## src/rtl/uart_mem_loader.sv

```systemverilog
// rtl/uart_mem_loader.sv - Sequential UART-to-memory loader (LOAD) and memory-to-UART dumper (DUMP).
// Optional running XOR checksum output enabled by defining UART_LOADER_CHECKSUM_EN.
module uart_mem_loader #(
  parameter int WORD_SIZE  = 24,
  parameter int ADDR_WIDTH = 12
) (
  input  logic                  clk,
  input  logic                  rstN,
  input  logic                  startLoad,
  input  logic                  startDump,
  input  logic [ADDR_WIDTH:0]   transLen,
  input  logic                  new_rx_data_indicate,
  input  logic [WORD_SIZE-1:0]  dataToMem,
  input  logic                  txReady,
  input  logic [WORD_SIZE-1:0]  memRdData,
  output logic                  memWrEn,
  output logic [ADDR_WIDTH-1:0] memAddr,
  output logic [WORD_SIZE-1:0]  memWrData,
  output logic                  txStart,
  output logic [WORD_SIZE-1:0]  dataFromMem,
  output logic                  busy,
  output logic                  done
`ifdef UART_LOADER_CHECKSUM_EN
  ,
  output logic [WORD_SIZE-1:0]  checksum
`endif
);

  typedef enum logic [2:0] {
    IDLE,
    LOAD,
    DUMP_RD,
    DUMP_CAP,
    DUMP_WAIT,
    DUMP_ACK
  } state_t;

  localparam logic [ADDR_WIDTH-1:0] ADDR_ONE = 1;
  localparam logic [ADDR_WIDTH:0]   REM_ONE  = 1;

  state_t                state;
  logic [ADDR_WIDTH-1:0] addr;
  logic [ADDR_WIDTH:0]   remaining;

  always_ff @(posedge clk or negedge rstN) begin
    if (!rstN) begin
      state       <= IDLE;
      addr        <= '0;
      remaining   <= '0;
      memWrEn     <= 1'b0;
      memAddr     <= '0;
      memWrData   <= '0;
      txStart     <= 1'b0;
      dataFromMem <= '0;
      busy        <= 1'b0;
      done        <= 1'b0;
    end else begin
      memWrEn <= 1'b0;
      txStart <= 1'b0;
      done    <= 1'b0;
      case (state)
        IDLE: begin
          if (startLoad || startDump) begin
            remaining <= transLen;
            addr      <= '0;
            memAddr   <= '0;
            if (transLen == '0) begin
              done <= 1'b1;
            end else if (startLoad) begin
              state <= LOAD;
              busy  <= 1'b1;
            end else begin
              state <= DUMP_RD;
              busy  <= 1'b1;
            end
          end
        end
        LOAD: begin
          if (new_rx_data_indicate) begin
            memWrEn   <= 1'b1;
            memAddr   <= addr;
            memWrData <= dataToMem;
            addr      <= addr + ADDR_ONE;
            remaining <= remaining - REM_ONE;
            if (remaining == REM_ONE) begin
              state <= IDLE;
              busy  <= 1'b0;
              done  <= 1'b1;
            end
          end
        end
        // memAddr already holds addr on entry, so read data lands during DUMP_CAP
        DUMP_RD: state <= DUMP_CAP;
        DUMP_CAP: begin
          dataFromMem <= memRdData;
          state       <= DUMP_WAIT;
        end
        DUMP_WAIT: begin
          if (txReady) begin
            txStart <= 1'b1;
            state   <= DUMP_ACK;
          end
        end
        DUMP_ACK: begin
          addr      <= addr + ADDR_ONE;
          memAddr   <= addr + ADDR_ONE;
          remaining <= remaining - REM_ONE;
          if (remaining == REM_ONE) begin
            state <= IDLE;
            busy  <= 1'b0;
            done  <= 1'b1;
          end else begin
            state <= DUMP_RD;
          end
        end
        default: begin
          state <= IDLE;
          busy  <= 1'b0;
        end
      endcase
    end
  end

`ifdef UART_LOADER_CHECKSUM_EN
  always_ff @(posedge clk or negedge rstN) begin
    if (!rstN) begin
      checksum <= '0;
    end else if (state == IDLE && (startLoad || startDump)) begin
      checksum <= '0;
    end else if (state == LOAD && new_rx_data_indicate) begin
      checksum <= checksum ^ dataToMem;
    end else if (state == DUMP_WAIT && txReady) begin
      checksum <= checksum ^ dataFromMem;
    end
  end
`endif

endmodule

```

## config.mk

```make
export PLATFORM = sky130hd
export DESIGN_NAME = uart_mem_loader
export DESIGN_NICKNAME = d
export VERILOG_FILES = /design/src/rtl/uart_mem_loader.sv
export SDC_FILE = /design/constraint.sdc
export NUM_CORES = 1
export LEC_CHECK = 0
export ABC_AREA = 1
export BUFFER_PORTS_ARGS = -buffer_cell sky130_fd_sc_hd__buf_2
export CORE_ASPECT_RATIO = 1.2
export CORE_MARGIN = 1
export CORE_UTILIZATION = 47
export CTS_CLUSTER_SIZE = 8
export DETAILED_ROUTE_END_ITERATION = 7
export PLACE_DENSITY = 0.81
export SYNTH_ARGS = -nofsm -noshare
export SYNTH_HDL_FRONTEND = slang
export SYNTH_SLANG_ARGS = --single-unit
export TNS_END_PERCENT = 50
```

## constraint.sdc

```tcl
create_clock -name clk -period 1.5 [get_ports clk]
set_input_delay 0.075 -clock clk [delete_from_list [all_inputs] [get_ports clk]]
set_output_delay 0.075 -clock clk [all_outputs]
set_load 0.03 [all_outputs]
```

==> metrics.yaml <==
status: "complete, but fails checks"
violations: "setup timing"
cts.root.buffer_cell: "clkbuf_8"
fillerInstances: 656
slew_headroom_pct: 77.4
insertedDiodeCount: 0
syn_to_final_growth_pct: 46.2
syn-cell-area_um2: 4370
power.leakage_nw: 3.26
drt-initial-drc-count: 294
clkSinkCount: 92
antenna_found_initial: 0
final_cell_mix: "164 x nand2_1, 129 x buf_2, 92 x dfrtp_1, 50 x dlygate4sd3_1, 46 x nor2_1"
drt_pass1_iterations: 5
die_area_um2: 9680
cts_made_buffers: 9
yosys_warnings: 0
hold_class: "input port to register"
worst-setup-path-type: "register to register"
start_util_pct: 48.3
grt_max_degree: 52
fin_cells: 864
placed_area_um2: 5380
worstSetupEndpointType: "register"
ant_nets: 0
drive_gt1_share_pct: 35.9
power_per_cell_area_nw_per_um2: 2140
swShare_pct: 47.4
ios: 131
finalHoldViolCount: 0
fmax_mhz: 650
final_util_pct: 70.7
clkLatencyLatePin_ps: 370
power_switching_w: 0.00647
clk_pin_slew_worst_paths_ps: 90
ir_drop_mv: 1.37
coreArea_um2: 9030
max_cap_violations: 0
place_congestion: 0.883
ys_seq_area_share_pct: 52.7
cts_buffer_depth: 2
critPathRequiredTime_ps: 1780
via_per_inst: 5.12
io_buffers: 130
final_common_cell: "nand2_1"
dp_hpwl_um: 7930
drt_wl_total_um: 13100
drv_slew: 0
tightest_slew_ps: 336
finalCritPeriodShare_pct: 103
synth.distinct_cells: 29
crit_arrival_ps: 1820
pwr-share-clk_pct: 12.6
placementRows: 38
cp_max_fo: 11
cts_tree: "done"
synth_fp_nets: 595
grt_pass1_vias: 4562
syn_inst: 525
overflow: 0
grt_pass1_wl_um: 20500
vias: 4422
start_kind: "register"
htreeDepth: 3
final_area_um2: 6380
setup_viol: 5
rsz0062_at_grt: "yes"
pwr-share-seq_pct: 30.8
yosys_register_bits: 92
p_int_w: 0.00717
place_inst: 789
route.detailed.drc: 0
finalClockSkew_ps: 11.5
wl_per_cell_um: 15.2
die_h_um: 108
combPwrFrac_pct: 56.7
fin_crit_ps: 1540
grt_usage_pct: 26.9
final_nets: 809
layout_setup_ws_ps: -37.6
die_w_um: 90.0
avgSynthCellArea_um2: 8.32
-- power by group through the flow --
stage | registers [W] | clock network, W | logic [W]
finish | 0.00419 | 0.00171 | 0.00773
global route | 0.00431 | 0.00182 | 0.00832
CTS | 0.00411 | 0.00174 | 0.00699
detailed placement | 0.00413 | 0 | 0.00672
global placement | 0.00409 | 0 | 0.00650
floorplan | 0.00557 | 0 | 0.00294
-- cell type report --
cell class,count,area (um2),area share (%)
flip-flops and latches,92,2300,36.1
multi-input cells,374,1990,31.2
repair buffers,219,1580,24.8
inverters,43,164,2.57
well taps,120,150,2.35
clock buffers,10,128,2.00
clock inverters,6,70.1,1.10
-- repair_timing --
action,4_1_cts,5_1_grt
gates resized for setup,10,52
hold buffers,50,0
pin swaps,3,12
buffers inserted,6,1
hold endpoints to repair,141,0
setup endpoints to repair,38,78
gates cloned,0,3
-- state kept, by name, summed over array words and instances, names as in the netlist --
| name | flops |
|---|---|
| memWrData | 24 |
| done | 1 |
| addr | 12 |
| memAddr | 12 |
| txStart | 1 |
| dataFromMem | 24 |
| busy | 1 |
| memWrEn | 1 |
| remaining | 13 |
| state | 3 |
-- worst max-delay path, cell delays in order (launching register included) --
cell,delay (ps)
dfrtp_1,420
inv_2,70
nand2_2,100
nor2_4,100
nand2_1,110
buf_4,180
nand2_2,110
buf_12,160
nor2_1,60
a21oi_1,160
-- metrics by stage --
stage          total power, W  hold WS (ps)  setup slack (ps)  setup TNS (ps)
2_1_floorplan         0.00851          -221              58.3               0
3_3_place_gp           0.0106       -0.0579             -23.2           -92.6
3_5_place_dp           0.0108         -8.36              -138           -2450
4_1_cts                0.0128          10.7             -16.0           -16.0
5_1_grt                0.0144          50.1              -131           -1410
6_report               0.0136          22.8             -37.6           -85.1
-- synthesized netlist by cell type --
master      n  area, um2
mux2_2     24        270
o21ai_0    11       55.1
buf_2       9       45.0
nand2_2     2       12.5
o21ai_1    16       80.1
o31ai_1     1       7.51
a31oi_1     1       6.26
nand2_1   180        676
buf_4       3       22.5
a21oi_1     9       45.0
a22oi_1     2       15.0
nand4_1     6       37.5
inv_1      33        124
dfrtp_1    92       2300
a21boi_0    1       7.51
nand3b_1    1       7.51
or2_2       2       12.5
o211ai_1    2       15.0
nand3_1    26        130
o22ai_1     9       56.3
nor3_1      3       15.0
xor2_1      6       52.6
nor2_4      2       22.5
nor2_1     65        244
nor2_2      1       6.26
ha_1        3       37.5
inv_2      10       37.5
clkbuf_1    4       15.0
xnor2_1     1       8.76
-- cells by family after synthesis --
kind of cell,after synthesis,share of synthesized area [%]
and+or+nand+nor,288,26.6
DFF,92,52.7
buffers and inverters,59,5.59
AOI/OAI and AO/OA,52,6.59
muxes,24,6.19
xor gates and xnor gates,7,1.40
adders and majority gates,3,0.860
-- worst paths after layout --
| check | from | end | slack [ps] | depth (start not counted) |
|---|---|---|---|---|
| max | state[1]$_DFFE_PN0P_ | memAddr[9]$_DFFE_PN0P_ | -40 | 9 |
| min | transLen[6] | remaining[6]$_DFFE_PN0P_ | 20 | 3 |
| max reg2reg | state[1]$_DFFE_PN0P_ | memAddr[9]$_DFFE_PN0P_ | -40 | 9 |
| min reg2reg | busy$_DFFE_PN0P_ | busy$_DFFE_PN0P_ | 490 | 2 |
| max in group asynchronous | rstN | memAddr[2]$_DFFE_PN0P_ | 770 | 3 |
| min in group asynchronous | rstN | remaining[2]$_DFFE_PN0P_ | 150 | 2 |
-- metal layers --
layer	GRT usage, %	part of all wire, %	up-vias
met4	13.4	2.3	0
met5	0	0	-
met3	4.87	6.0	22
met2	47.8	52	193
li1	-	-	2105
met1	31.5	40	2102
Power figures use the tool's default switching activity.
